===== config.mk =====
export PLATFORM = sky130hd
export DESIGN_NAME = shift_sequencer
export DESIGN_NICKNAME = d
export VERILOG_FILES = /design/src/rtl/shift_sequencer_pkg.sv /design/src/rtl/shift_sequencer_piso_ce.sv /design/src/rtl/shift_sequencer.sv
export SDC_FILE = /design/constraint.sdc
export NUM_CORES = 1
export LEC_CHECK = 0
export BUFFER_PORTS_ARGS = -buffer_cell sky130_fd_sc_hd__buf_2
export CORE_MARGIN = 2
export CORE_UTILIZATION = 57
export CTS_CLUSTER_SIZE = 30
export DETAILED_ROUTE_END_ITERATION = 6
export PLACE_DENSITY_LB_ADDON = 0.08
export REMOVE_ABC_BUFFERS = 1
export SLEW_MARGIN = 20
export SYNTH_ARGS = -nofsm -noshare
export SYNTH_HDL_FRONTEND = slang
export SYNTH_SLANG_ARGS = --single-unit

===== constraint.sdc =====
create_clock -name CLK -period 3.75 [get_ports CLK]
set_clock_uncertainty 0.2 [all_clocks]
set_input_delay 0.1875 -clock CLK [delete_from_list [all_inputs] [get_ports CLK]]
set_output_delay 0.1875 -clock CLK [all_outputs]
set_load 0.01 [all_outputs]

===== src/rtl/shift_sequencer_pkg.sv =====
// rtl/shift_sequencer_pkg.sv - shared states, width helper and parameter limits for shift_sequencer
package shift_sequencer_pkg;

   typedef enum logic [1:0] {
      ST_IDLE  = 2'd0,
      ST_SHIFT = 2'd1,
      ST_GAP   = 2'd2
   } state_e;

   localparam int N_MIN   = 2;
   localparam int N_MAX   = 32;
   localparam int GAP_MAX = 15;

   // Width needed to count 0..value-1; never below one bit.
   function automatic int clog2(input int value);
      int w;
      w = 1;
      while ((1 << w) < value) begin
         w = w + 1;
      end
      return w;
   endfunction

endpackage


===== src/rtl/shift_sequencer_piso_ce.sv =====
// rtl/shift_sequencer_piso_ce.sv - parallel-in/serial-out chain with load and clock enable
module piso_ce #(
   parameter int N         = 8,
   parameter int MSB_FIRST = 1
) (
   input  logic         CLK,
   input  logic         RESET,
   input  logic         LOAD,
   input  logic         CE,
   input  logic [N-1:0] D,
   output logic         Q
);

   logic [N-1:0] sr_q;
   logic [N-1:0] sr_d;

   // Zeros fill behind the data so the head reads 0 once a word is drained.
   always_comb begin
      sr_d = sr_q;
      if (LOAD) begin
         sr_d = D;
      end else if (CE) begin
         if (MSB_FIRST != 0) begin
            sr_d = {sr_q[N-2:0], 1'b0};
         end else begin
            sr_d = {1'b0, sr_q[N-1:1]};
         end
      end
   end

   always_ff @(posedge CLK) begin
      if (RESET) begin
         sr_q <= '0;
      end else begin
         sr_q <= sr_d;
      end
   end

   assign Q = (MSB_FIRST != 0) ? sr_q[N-1] : sr_q[0];

endmodule


===== src/rtl/shift_sequencer.sv =====
// rtl/shift_sequencer.sv - word-to-serial controller with framing strobes and inter-word gap
module shift_sequencer
   import shift_sequencer_pkg::*;
#(
   parameter int N         = 8,
   parameter int GAP       = 1,
   parameter int MSB_FIRST = 1
) (
   input  logic         CLK,
   input  logic         RESET,
   input  logic [N-1:0] I_DATA,
   input  logic         I_VALID,
   output logic         I_READY,
   input  logic         EN,
   output logic         O,
   output logic         O_VALID,
   output logic         O_FIRST,
   output logic         O_LAST,
   output logic         BUSY
);

   localparam int CNT_W = clog2(N);
   localparam int GAP_W = clog2(GAP_MAX + 1);
   localparam logic [CNT_W-1:0] CNT_LAST = CNT_W'(N - 1);
   localparam logic [GAP_W-1:0] GAP_LAST = GAP_W'((GAP > 0) ? GAP - 1 : 0);
   localparam logic [1:0] S_IDLE  = ST_IDLE;
   localparam logic [1:0] S_SHIFT = ST_SHIFT;
   localparam logic [1:0] S_GAP   = ST_GAP;
   // An out-of-range build never handshakes rather than misbehaving silently.
   localparam bit PARAMS_OK = (N >= N_MIN) && (N <= N_MAX) && (GAP >= 0) &&
                              (GAP <= GAP_MAX) && (MSB_FIRST == 0 || MSB_FIRST == 1);

   logic [1:0]       state_q, state_d;
   logic [CNT_W-1:0] cnt_q, cnt_d;
   logic [GAP_W-1:0] gap_q, gap_d;
   logic             valid_q, valid_d;
   logic             first_q, first_d;
   logic             last_q, last_d;
   logic             busy_q, busy_d;
   logic             load;
   logic             shift_ce;

   assign I_READY = (state_q == S_IDLE) && !RESET && PARAMS_OK;

   always_comb begin
      state_d  = state_q;
      cnt_d    = cnt_q;
      gap_d    = gap_q;
      load     = 1'b0;
      shift_ce = 1'b0;
      case (state_q)
         S_IDLE: begin
            if (I_VALID && I_READY) begin
               load    = 1'b1;
               cnt_d   = '0;
               state_d = S_SHIFT;
            end
         end
         S_SHIFT: begin
            if (EN) begin
               shift_ce = 1'b1;
               if (cnt_q == CNT_LAST) begin
                  gap_d   = '0;
                  state_d = (GAP > 0) ? S_GAP : S_IDLE;
               end else begin
                  cnt_d = cnt_q + 1'b1;
               end
            end
         end
         S_GAP: begin
            if (gap_q == GAP_LAST) begin
               state_d = S_IDLE;
            end else begin
               gap_d = gap_q + 1'b1;
            end
         end
         default: state_d = S_IDLE;
      endcase
      // Strobes are registered from next-state so they line up with the head bit.
      valid_d = (state_d == S_SHIFT);
      first_d = valid_d && (cnt_d == '0);
      last_d  = valid_d && (cnt_d == CNT_LAST);
      busy_d  = (state_d != S_IDLE);
   end

   always_ff @(posedge CLK) begin
      if (RESET) begin
         state_q <= S_IDLE;
         cnt_q   <= '0;
         gap_q   <= '0;
         valid_q <= 1'b0;
         first_q <= 1'b0;
         last_q  <= 1'b0;
         busy_q  <= 1'b0;
      end else begin
         state_q <= state_d;
         cnt_q   <= cnt_d;
         gap_q   <= gap_d;
         valid_q <= valid_d;
         first_q <= first_d;
         last_q  <= last_d;
         busy_q  <= busy_d;
      end
   end

   piso_ce #(
      .N         (N),
      .MSB_FIRST (MSB_FIRST)
   ) u_piso (
      .CLK   (CLK),
      .RESET (RESET),
      .LOAD  (load),
      .CE    (shift_ce),
      .D     (I_DATA),
      .Q     (O)
   );

   assign O_VALID = valid_q;
   assign O_FIRST = first_q;
   assign O_LAST  = last_q;
   assign BUSY    = busy_q;

endmodule

**After elaboration in Yosys (flattened, before gate mapping)**

Cells that the tools add are included.

- Divide/modulo/power cells: 0
- Equality and inequality tests: 8
- Multiplexer cells: 19
- Reductions and logical operators: 12
- Multipliers: 0
- $lt $le $gt $ge: 0
- Add/subtract/negate cells: 2
- Shifts and indexed selects: 0
- Bitwise operators: 0

Operators by type and width:

| kind | count |
|---|---|
| 8-bit two-way mux | 2 |
| 4-bit two-way mux | 3 |
| 3-bit two-way mux | 3 |
| 2-bit two-way mux | 4 |
| 4-bit one-hot mux with 2 select lines | 1 |
| 3-bit equality test, second input constant | 2 |
| 2-bit != test, second input constant | 3 |
| 2-bit one-hot mux with 3 select lines | 1 |
| 3-bit one-hot mux with 2 select lines | 1 |
| 2-bit nonzero test | 3 |
| 4-bit by 1-bit adder with 4-bit output, second input constant | 1 |
| 2-bit by 1-bit equality test with 1-bit output, second input constant | 2 |
| 1-bit logical AND | 4 |
| 4-bit logical NOT | 1 |
| 1-bit two-way mux | 4 |
| 4-bit AND reduction | 1 |
| 3-bit by 1-bit adder with 3-bit output, second input constant | 1 |
| 3-bit logical NOT | 1 |
| 2-bit equality test, second input constant | 1 |
| 2-bit logical NOT | 1 |
| 1-bit logical NOT | 1 |

- Bits in latches: 0
- Memories kept: 0
- Bits in writable memories: 0
- Register bits: 21
- Output and inout port bits: 6
- Bits of input ports: 12
- Logic and storage cells: 49
- Memory bits (read-only): 0

**Logic depth before layout (Yosys ltp)**

- Depth in word-level cells: 7
- Depth in mapped cells: 6

**Cells and area by module**

A second synthesis with hierarchy kept.

- Cell total of the unflattened synthesis: 106
- Area total of the unflattened synthesis: 1006.0 µm²

Modules (own cells, without submodules):

| module | area an instance (µm²) | times used | cells an instance | sequential area each (µm²) |
|---|---|---|---|---|
| shift_sequencer | 636.9 | 1 | 71 | 260.2 |
| piso_ce | 369.1 | 1 | 35 | 160.2 |

**Worst setup path after synthesis**

Ideal clock, no wire load.

- Path type: reg-to-reg
- From: reg state_q[0]
- To: reg u_piso.sr_q[6]
- Cell stages (with the launch flop): 7
- Path buffers: 3
- Path slack: 2051 ps
- Setup time: 140 ps
- Arrival: 1359 ps
- Required time: 3410 ps
- Clock period less this slack: 1699 ps
- Path through: dfxtp_1 > buf_2 > or4b_4 > buf_6 > buf_6 > nor2_1 > a211oi_2

- Cells in the longest elaborated chain, start to end: 6
- Elaborated cells on any way between the ends: 9

Ends and longest elaborated chain:

| what | RTL line | source |
|---|---|---|
| start: declaration | shift_sequencer.sv:33 | `logic [1:0] state_q, state_d;` |
| start signal: assignment | shift_sequencer.sv:96 | `state_q <= state_d;` |
| 2-bit logical NOT | shift_sequencer.sv:43, shift_sequencer.sv:51 |  |
| 1-bit logical AND | shift_sequencer.sv:43 | `assign I_READY = (state_q == S_IDLE) && !RESET && PARAMS_OK;` |
| 1-bit logical AND | shift_sequencer.sv:53 | `if (I_VALID && I_READY) begin` |
| 1-bit two-way mux | shift_sequencer.sv:53 |  |
| 1-bit two-way mux | shift_sequencer.sv:51 | `case (state_q)` |
| 8-bit two-way mux / 2-bit nonzero test (equally long branches) | n/a |  |
| end signal: assignment | shift_sequencer_piso_ce.sv:35 | `sr_q <= sr_d;` |
| end: declaration | shift_sequencer_piso_ce.sv:14 | `logic [N-1:0] sr_q;` |

Parallel ways exist; a longest one is shown, timed or not.
A chain may end at the register's enable or synchronous reset.

**Final worst setup path**

- From: reg state_q[0]
- To: reg last_q (netlist: O_LAST)

- Cells in the longest elaborated chain, start to end: 7
- Elaborated cells on any way between the ends: 15

Ends and longest elaborated chain:

| what | RTL line | source |
|---|---|---|
| 2-bit logical NOT | shift_sequencer.sv:43, shift_sequencer.sv:51 |  |
| 1-bit logical AND | shift_sequencer.sv:43 |  |
| 1-bit logical AND | shift_sequencer.sv:53 |  |
| 3-bit two-way mux / 2-bit two-way mux (equally long branches) | shift_sequencer.sv:53 |  |
| 3-bit one-hot mux with 2 select lines / 2-bit one-hot mux with 3 select lines (equally long branches) | shift_sequencer.sv:51 |  |
| 3-bit equality test / 2-bit by 1-bit equality test with 1-bit output (equally long branches) | shift_sequencer.sv:82, shift_sequencer.sv:80 |  |
| 1-bit logical AND * | shift_sequencer.sv:82 | `last_d = valid_d && (cnt_d == CNT_LAST);` |
| end signal: assignment | shift_sequencer.sv:101 | `last_q <= last_d;` |
| end: declaration | shift_sequencer.sv:38 | `logic last_q, last_d;` |

Every way passes the cells marked *; elsewhere a longest branch is shown, timed or not.

==> results by group <==
STA
  • Final period util: 0.5972
  • Slew Viols, Final: 0
  • Slew HR: 0.5790
  • Worst-margin pin slew: ~630 ps
  • Final Hold Fails: 0
  • Minimum clock period: roughly 2200 ps
  • FMAX: ~450 MHz
  • Setup total negative slack: 0 ps
  • Final setup fails: 0
  • RSZ-0062 raised after global routing: no

Worst setup path
  • CP startpoint kind: flip-flop
  • Crit path cell chain: nand3b_1 -> a21oi_1 -> mux2_4 -> nor4b_1
  • CP max FO: 12
  • Crit path buf inv count: 0
  • Highest-delay cell along the critical path: nand3b_1
  • Arrival time worst endpoint: ~2300 ps
  • CP peak stage delay: 490 ps
  • Worst setup EP type: flip-flop
  • Critical Path RT: 3780 ps
  • CP top delay family: simple AND/OR/NAND/NOR gates
  • WS Path Type: flip-flop to flip-flop
  • Internal reg-to-reg setup slack: 1510 ps

Hold path
  • Hold Path Class: input pin to flip-flop

Clock network
  • Max H-tree Level: 1
  • Max Root-Sink Buffers: 2
  • Clk Latency, worst-skew pair: 310 ps
  • Post-CTS sizing: 0
  • TritonCTS buffer count: 3
  • CTS tree: yes
  • Clock transition at path regs: 120 ps
  • Root Buffer: clkbuf_4
  • Setup Fix Bufs, Post-CTS: 0
  • Clk sinks: 21

Yosys
  • Syn_area_per_cell: 10.10 um^2
  • Share of Yosys cell area claimed by the top area cell type: 0.4291
  • Top FF cell, synth: dfxtp_1
  • Async set-or-reset flop fraction in the synthesized netlist: 0
  • Post-synthesis register bit count: 21
  • Cell taking the most area after synthesis: dfxtp_1
  • Synth top area cells: dfxtp_1 (43%), a211oi_2 (8.9%), mux2i_1 (7.2%), nor2_1 (5.7%), ha_1 (3.8%)
  • Number of synthesized flops with an enable pin: 0
  • Cell variety after synth: 33
  • Synthesized area: 979.7 um^2
  • Seq/Total Area, Yosys: 0.4291
  • Synth top cells by count: dfxtp_1 (21), nor2_1 (15), a211oi_2 (7), mux2i_1 (7), inv_1 (4)
  • Top-count cell post-synth: dfxtp_1
  • Mapped Cells: 97
  • Synth Warn #: 0

Die
  • Initial core utilization: 0.6284
  • Die footprint: 0.002066 mm^2
  • Die Y: 45.46 um
  • Top-level port count: 18
  • CORE AREA: 0.001559 mm^2
  • Rows: 14
  • DIE WIDTH: 45.46 um

Place
  • Number of port buffers: 17
  • Gpl congestion: 0.7128
  • DPL Wire Length: 1150 um

Cells and area
  • Share of cells above drive strength 1: 0.2727
  • Ant diodes: 0
  • Nets: between 100 and 150
  • Area grow syn2layout: 17.88%

Route
  • Drt total wl: 1701 um
  • First-iteration detailed-routing DRC count: 8
  • Antenna Violating Nets Remaining: 0
  • Wire length per cell: 12.42 um
  • Via count: 747
  • DR DRC count: 0
  • Post-detailed-route via-to-cell ratio: between 5 and 6
  • DRT Pass-1 Iters: 4

Pwr
  • Final total power: 0.4038 mW
  • Static Leak: 0.5141 nW
  • Power Dens Cells: approximately 350 mW/mm^2
  • Worst vdd ir: 0.0002701 V

Run
  • Max Cap Viol: 0

GRT
  • Largest net degree at the start of global routing: 20
  • GRT Residual Overflow: 0
  • Initial antenna violation count: 0
  • First-pass GRT wire length: 2925 um
  • Number of global-route vias before repair: 724
  • GR Util All Layers: 0.2030

Run status
  • Status: complete, no violations
[cells in the final DEF, fill, tap and decap left out, types with 3 or more instances in the layout]
cell type and n:
a21oi_1 3, nand2_1 3, clkbuf_4 3, ha_1 3, mux2i_1 7, nor2_1 15
buf_2 17, nor3_1 3, dlygate4sd3_1 9, inv_1 4, a211oi_2 7, dfxtp_1 21
[worst register-to-register path, stage by stage (launching register included)]
cell	delay [ps]
dfxtp_1	480
nand3b_1	490
a21oi_1	390
mux2_4	340
nor4b_1	270
[state kept, by name, summed over array words and instances (netlist names)]
register,count
BUSY,1
O_FIRST,1
O_LAST,1
O_VALID,1
cnt_q,3
gap_q,4
state_q,2
u_piso.sr_q,8
[kinds of logic (layout without fill, tap and decap cells)]
logic type      count (synthesis)  after routing  share of synthesized area
flops                          21             21                     0.4291
xor+xnor                        2              2                    0.01788
simple gates                   33             33                     0.1750
fa+ha+maj                       3              3                    0.03832
mux                             8              8                    0.08684
compound gates                 20             20                     0.1890
buf+inv                        10             34                    0.06385
[final timing paths]
kind             startpoint        endpoint  cells past startpoint
min                   RESET        cnt_q[1]                      2
min reg2reg  u_piso.sr_q[0]  u_piso.sr_q[0]                      2
max              state_q[0]          O_LAST                      4
max reg2reg      state_q[0]          O_LAST                      4
[per-layer routing]
layer | vias up | share of wire | GRT usage
li1 | 396 | - | -
met1 | 330 | 0.49 | 0.2400
met2 | 17 | 0.45 | 0.3183
met3 | 4 | 0.041 | 0.05952
met4 | 0 | 0.012 | 0.1294
met5 | - | 0 | 0
[power breakdown]
group          internal (mW)  switching, mW  leakage, nW
clock network         0.0399         0.0708       0.0177
logic                 0.0285         0.0263        0.325
registers              0.233        0.00546        0.172
total                  0.301          0.103        0.514
[final cells by class]
cell class,count,area (um^2)
clock buffer,3,22.52
inverter,4,15.01
clock inverter,1,5.005
multi-input combinational,66,496.7
sequential,21,420.4
fill,118,404.1
tap,16,20.02
timing repair buffer,26,175.2
[repair_timing]
item                                   4_1_cts  5_1_grt
endpoints found under the hold margin        7        1
hold buffers                                 8        1
setup endpoints to repair                    0        0
[stage by stage]
step / setup WS (ps) / area, um^2 / cells / hold WS [ps] / utilization
final: 1510 / 1155 / 137 / 60.94 / 0.7408
after global routing: 1287 / 1155 / 137 / 67.88 / 0.7408
after CTS: 1480 / 1145 / 136 / 12.03 / 0.7344
after detailed placement: 1499 / 1037 / 124 / 260.6 / 0.6653
after global placement: 1562 / 1037 / 124 / 257.7 / 0.6653
after floorplan: 1750 / 932.1 / 91 / 52.15 / -
(Power assumes the default switching activity.)
